===== src/rtl/dht22_display_pkg.sv =====
// Shared constants for the DHT22 seven-segment display: active-low gfedcba
// segment patterns and the digit-slot layout.
package dht22_display_pkg;

   localparam int NUM_DIGITS = 8;

   localparam logic [6:0] SEG_BLANK = 7'h7F;
   localparam logic [6:0] SEG_DASH  = 7'h3F;
   localparam logic [6:0] SEG_E     = 7'h06;
   localparam logic [6:0] SEG_0     = 7'h40;
   localparam logic [6:0] SEG_1     = 7'h79;
   localparam logic [6:0] SEG_2     = 7'h24;
   localparam logic [6:0] SEG_3     = 7'h30;
   localparam logic [6:0] SEG_4     = 7'h19;
   localparam logic [6:0] SEG_5     = 7'h12;
   localparam logic [6:0] SEG_6     = 7'h02;
   localparam logic [6:0] SEG_7     = 7'h78;
   localparam logic [6:0] SEG_8     = 7'h00;
   localparam logic [6:0] SEG_9     = 7'h10;

   typedef enum logic [2:0] {
      SLOT_H_TENTHS = 3'd0,
      SLOT_H_UNITS  = 3'd1,
      SLOT_H_TENS   = 3'd2,
      SLOT_GAP      = 3'd3,
      SLOT_T_TENTHS = 3'd4,
      SLOT_T_UNITS  = 3'd5,
      SLOT_T_TENS   = 3'd6,
      SLOT_SIGN     = 3'd7
   } slot_e;

endpackage


===== src/rtl/seg7_decoder.sv =====
// BCD to active-low seven-segment pattern; blank overrides dash, codes 10..15 show 'E'.
module seg7_decoder
   import dht22_display_pkg::*;
(
   input  logic [3:0] bcd,
   input  logic       blank,
   input  logic       dash,
   output logic [6:0] seg
);

   always_comb begin
      seg = SEG_BLANK;
      if (blank)     seg = SEG_BLANK;
      else if (dash) seg = SEG_DASH;
      else begin
         case (bcd)
            4'd0:    seg = SEG_0;
            4'd1:    seg = SEG_1;
            4'd2:    seg = SEG_2;
            4'd3:    seg = SEG_3;
            4'd4:    seg = SEG_4;
            4'd5:    seg = SEG_5;
            4'd6:    seg = SEG_6;
            4'd7:    seg = SEG_7;
            4'd8:    seg = SEG_8;
            4'd9:    seg = SEG_9;
            default: seg = SEG_E;
         endcase
      end
   end

endmodule


===== src/rtl/dht22_display.sv =====
// Latches DHT22 BCD readings and scans them onto an 8-digit multiplexed display.
// Optional DHT22_DISPLAY_ZERO_BLANK_EN blanks zero tens digits.
module dht22_display
   import dht22_display_pkg::*;
#(
   parameter int CLK_FREQ   = 100000000,
   parameter int REFRESH_HZ = 1000,
   parameter int STALE_MS   = 5000
) (
   input  logic        clk,
   input  logic        rst,
   input  logic        data_ready,
   input  logic [11:0] humidity_bcd,
   input  logic [11:0] temperature_bcd,
   input  logic        negativo_temp,
   output logic [7:0]  an,
   output logic [6:0]  seg,
   output logic        dp,
   output logic        valid
);

   localparam int TICKS    = CLK_FREQ / (REFRESH_HZ * NUM_DIGITS);
   localparam int MS_TICKS = CLK_FREQ / 1000;
   localparam int TW = $clog2(TICKS + 1);
   localparam int MW = $clog2(MS_TICKS + 1);
   localparam int SW = $clog2(STALE_MS + 1);
   localparam logic [TW-1:0] TICK_LAST  = TW'(TICKS - 1);
   localparam logic [MW-1:0] PRE_LAST   = MW'(MS_TICKS - 1);
   localparam logic [SW-1:0] STALE_MAX  = SW'(STALE_MS);
   localparam logic [SW-1:0] STALE_LAST = SW'(STALE_MS - 1);

`ifdef DHT22_DISPLAY_ZERO_BLANK_EN
   localparam logic ZERO_BLANK = 1'b1;
`else
   localparam logic ZERO_BLANK = 1'b0;
`endif

   logic          dr_prev, cap_q;
   logic [11:0]   stg_hum, stg_tmp, hum, tmp;
   logic          stg_neg, neg;
   logic [MW-1:0] pre_cnt;
   logic [SW-1:0] ms_cnt;
   logic [TW-1:0] tick;
   slot_e         scan_idx;

   logic [3:0] sel_bcd;
   logic       sel_blank, sel_dash, sel_dp;
   logic [6:0] dec_seg;

   always_comb begin
      sel_bcd   = 4'd0;
      sel_blank = 1'b0;
      sel_dash  = 1'b0;
      sel_dp    = 1'b1;
      if (!valid) begin
         sel_blank = (scan_idx == SLOT_GAP);
         sel_dash  = (scan_idx != SLOT_GAP);
      end else begin
         case (scan_idx)
            SLOT_SIGN:     begin sel_dash = neg; sel_blank = ~neg; end
            SLOT_T_TENS:   begin sel_bcd = tmp[11:8]; sel_blank = ZERO_BLANK && (tmp[11:8] == 4'd0); end
            SLOT_T_UNITS:  begin sel_bcd = tmp[7:4]; sel_dp = 1'b0; end
            SLOT_T_TENTHS: sel_bcd = tmp[3:0];
            SLOT_GAP:      sel_blank = 1'b1;
            SLOT_H_TENS:   begin sel_bcd = hum[11:8]; sel_blank = ZERO_BLANK && (hum[11:8] == 4'd0); end
            SLOT_H_UNITS:  begin sel_bcd = hum[7:4]; sel_dp = 1'b0; end
            SLOT_H_TENTHS: sel_bcd = hum[3:0];
         endcase
      end
   end

   seg7_decoder u_dec (
      .bcd   (sel_bcd),
      .blank (sel_blank),
      .dash  (sel_dash),
      .seg   (dec_seg)
   );

   always_ff @(posedge clk) begin
      if (rst) begin
         dr_prev  <= 1'b0;
         cap_q    <= 1'b0;
         stg_hum  <= '0;
         stg_tmp  <= '0;
         stg_neg  <= 1'b0;
         hum      <= '0;
         tmp      <= '0;
         neg      <= 1'b0;
         valid    <= 1'b0;
         pre_cnt  <= '0;
         ms_cnt   <= '0;
         tick     <= '0;
         scan_idx <= SLOT_H_TENTHS;
         an       <= 8'hFF;
         seg      <= SEG_BLANK;
         dp       <= 1'b1;
      end else begin
         // Inputs are staged alongside the edge detect so the latch sees the
         // values present on the rising-edge cycle, not those a cycle later.
         dr_prev <= data_ready;
         cap_q   <= data_ready & ~dr_prev;
         stg_hum <= humidity_bcd;
         stg_tmp <= temperature_bcd;
         stg_neg <= negativo_temp;

         if (cap_q) begin
            hum     <= stg_hum;
            tmp     <= stg_tmp;
            neg     <= stg_neg;
            valid   <= 1'b1;
            pre_cnt <= '0;
            ms_cnt  <= '0;
         end else if (pre_cnt == PRE_LAST) begin
            pre_cnt <= '0;
            if (ms_cnt < STALE_MAX)   ms_cnt <= ms_cnt + 1'b1;
            if (ms_cnt >= STALE_LAST) valid  <= 1'b0;
         end else begin
            pre_cnt <= pre_cnt + 1'b1;
         end

         // Pins load the current slot at its wrap, so the first enable lags reset by one slot.
         if (tick == TICK_LAST) begin
            tick     <= '0;
            an       <= ~(8'd1 << scan_idx);
            seg      <= dec_seg;
            dp       <= sel_dp;
            scan_idx <= slot_e'(scan_idx + 3'd1);
         end else begin
            tick <= tick + 1'b1;
         end
      end
   end

endmodule

===== config.mk =====
export PLATFORM = sky130hd
export DESIGN_NAME = dht22_display
export DESIGN_NICKNAME = d
export VERILOG_FILES = /design/src/rtl/dht22_display_pkg.sv /design/src/rtl/seg7_decoder.sv /design/src/rtl/dht22_display.sv
export SDC_FILE = /design/constraint.sdc
export NUM_CORES = 1
export LEC_CHECK = 0
export ABC_AREA = 0
export CORE_AREA = 3 3 126 128
export CTS_BUF_LIST = sky130_fd_sc_hd__clkbuf_16
export CTS_CLUSTER_DIAMETER = 200
export DETAILED_ROUTE_END_ITERATION = 10
export DIE_AREA = 0 0 129 131
export GPL_ROUTABILITY_DRIVEN = 0
export PLACE_DENSITY = 0.52
export SLEW_MARGIN = 15
export SYNTH_ARGS = -nofsm -noshare
export SYNTH_HDL_FRONTEND = slang
export SYNTH_SLANG_ARGS = --single-unit

===== constraint.sdc =====
create_clock -name clk -period 3.55 [get_ports clk]
set_clock_uncertainty 0.1 [all_clocks]
set_input_delay 0.71 -clock clk [delete_from_list [all_inputs] [get_ports clk]]
set_output_delay 0.71 -clock clk [all_outputs]
set_load 0.02 [all_outputs]

==> flow_metrics.tcl <==
set metrics [dict create \
    status "finished, final reports clean" \
    cts_tree "yes" \
    leakage_nw 2.26 \
    synth_seq_cells 116 \
    mostFrequentLayoutCell "dfxtp_1" \
    irDropWorstVdd_mv 0.383 \
    synth_cell_types 53 \
    clk_latency_ps 410 \
    pin_count 45 \
    finalHoldViolCount 0 \
    grt_overflow 0 \
    ys.flop_type "dfxtp_1" \
    die_y_um 131 \
    drc_errors 0 \
    hold_class "reg2reg" \
    initial_core_util 0.323 \
    cp-end-kind "register" \
    clkPwrFrac 0.524 \
    hold_slack_ps 283 \
    cap_violations 0 \
    core_um2 15000 \
    worst_pin_slew_ps 780 \
    multi_input_area_um2 2370 \
    gr-usage-all-layers 0.128 \
    setup_viol 0 \
    die_area_um2 16900 \
    drtAntennaViolNets 0 \
    vias_per_cell 4.74 \
    slew-limit-headroom 0.480 \
    yosysTopAreaCellShare 0.479 \
    ctsResizeCount 0 \
    grt_pass1_wl_um 16900 \
    post_cts_buffers 0 \
    clk_pin_slew_worst_paths_ps 60 \
    seqCellArea_um2 2320 \
    setup_tns_ps 0 \
    nFillCells 1505 \
    finalWirelength_um 10100 \
    syn_to_final_growth_pct 23.9 \
    grt_max_degree 43 \
    firstDrtPassIters 4 \
    cts_max_level 4 \
    internal_power_mw 2.41 \
    clock.fmax_ghz 0.359 \
    path_class "reg2reg" \
    yosysTopAreaCell "dfxtp_1" \
    clockBufferDepth 2 \
    startpoint_type "register" \
    synth-seq-area-share 0.479 \
    clockRootBuffer "clkbuf_16" \
    p_sw_mw 0.664 \
    yosys-top-cells-area "dfxtp_1 48%, mux2i_1 7.6%, nor2_1 6.2%, nor2b_1 4.0%, ha_1 3.9%" \
    wire_per_inst_um 13.5 \
    port_buffers 44 \
    crit_arrival_ps 2980 \
    crit_required_ps 3750 \
    rsz0062_at_grt "no" \
    final_cell_mix "116 x dfxtp_1, 80 x nor2_1, 43 x clkdlybuf4s50_1" \
    grt_pass1_vias 3466 \
    fp-row-count 45 \
    cts_buffers 17 \
    slew_viol_final 0 \
    mappedNetlistArea_um2 4840 \
    synthArstFlopShare 0 \
    cts.sinks 116 \
    yosysWarningCount 0 \
    crit_fanout 11 \
    p_sw_frac 0.216 \
    ctsHoldBuffers 0 \
    fin_nets 588 \
    hpwl_um 7000 \
    p_seq_frac 0.439 \
    diodes 0 \
    antenna_found_initial 0 \
    num_vias 3534 \
    dr.first_iter.drc_count 203 \
    finalCriticalPeriod_ps 2780 \
    post-route-period-util 0.784 \
    fin_total_pwr_mw 3.08 \
    p_per_area_nw_per_um2 513 \
    syn_inst 502 \
    syn_avg_cell_area_um2 9.65 \
    synth-edff-count 0 \
    drive_gt1_frac 0.0878 \
    die_x_um 129 \
    p_comb_frac 0.037 \
    synth_nets 545 \
]
==> cells by family (layout without fill, tap and decap cells) <==
family | count (synthesis) | count (layout) | synth area share
AO/OA/AOI/OAI | 54 | 54 | 0.0961
XOR/XNOR | 35 | 35 | 0.0633
adder cells (fa/ha/maj) | 15 | 15 | 0.0387
buffers and inverters | 38 | 94 | 0.0323
flip-flops | 116 | 116 | 0.479
multiplexers | 38 | 38 | 0.0788
AND/OR/NAND/NOR | 206 | 206 | 0.212
==> flip-flops by register name (all words and copies together), names as in the netlist <==
register  cells
pre_cnt      17
tick         14
ms_cnt       13
hum          12
stg_hum      12
stg_tmp      12
tmp          12
an            8
seg           7
scan_idx      3
cap_q         1
dp            1
dr_prev       1
neg           1
stg_neg       1
valid         1
==> area by class of cell <==
cell class                      count  area share
Clock buffer                       17      0.0708
Clock inverter                     15      0.0235
Inverter                           15     0.00938
Multi-Input combinational cell    348       0.394
Sequential cell                   116       0.387
Tap cell                          188      0.0392
Timing Repair Buffer               47      0.0763
==> metrics by stage <==
step	cells	setup slack [ps]	cell area [µm²]	utilization
after floorplan	502	962	4840	-
after global placement	714	901	5440	0.363
after detailed placement	714	785	5440	0.363
after CTS	746	775	6000	0.401
after global routing	746	467	6000	0.401
final	746	766	6000	0.401
==> worst max-delay path, stage by stage, from the launching register on <==
cell and delay, ps:
dfxtp_1 390, inv_1 90, ha_1 330, a222oi_1 390, nand2_1 150, nand3_1 200
inv_1 110, ha_1 190, or3_1 380, a311oi_1 260, o21bai_1 80
==> worst paths after layout <==
kind | startpoint | end | slack (ps) | depth (start not counted)
setup / recovery | scan_idx[1]$_SDFFE_PP0P_ | seg[6]$_SDFFE_PP1P_ | 770 | 10
hold / removal | dr_prev$_SDFF_PP0_ | cap_q$_SDFF_PP0_ | 280 | 1
setup reg to reg | scan_idx[1]$_SDFFE_PP0P_ | seg[6]$_SDFFE_PP1P_ | 770 | 10
hold reg to reg | dr_prev$_SDFF_PP0_ | cap_q$_SDFF_PP0_ | 280 | 1
==> routing by layer <==
layer  track usage  routed length (µm)
met5             0                   0
met1         0.160                4870
met2         0.198                4580
met3        0.0451                 403
met4        0.0556                 194
==> synth_stat cells, types with 3 or more instances <==
cell type / count
nand4_1: 8
mux2i_1: 37
xor2_1: 15
a211oi_2: 4
a21oi_1: 11
xnor2_1: 20
dfxtp_1: 116
and3_1: 13
nor2_1: 80
nor2b_1: 31
nand2b_1: 10
o21ai_0: 6
nand3_1: 15
or4b_1: 3
nand2_1: 30
ha_1: 15
a31oi_1: 4
inv_1: 14
or3_1: 5
buf_1: 5
a222oi_1: 7
clkbuf_1: 14
==> power by group through the flow <==
| stage | clock network (mW) | logic [mW] | registers [mW] |
|---|---|---|---|
| finish | 1.61 | 0.114 | 1.35 |
| global route | 1.72 | 0.128 | 1.35 |
| CTS | 1.67 | 0.117 | 1.35 |
| detailed placement | 0 | 0.116 | 1.38 |
| global placement | 0 | 0.113 | 1.38 |
| floorplan | 0 | 0.0696 | 1.37 |
No activity file was read; power rests on OpenSTA's default activity.
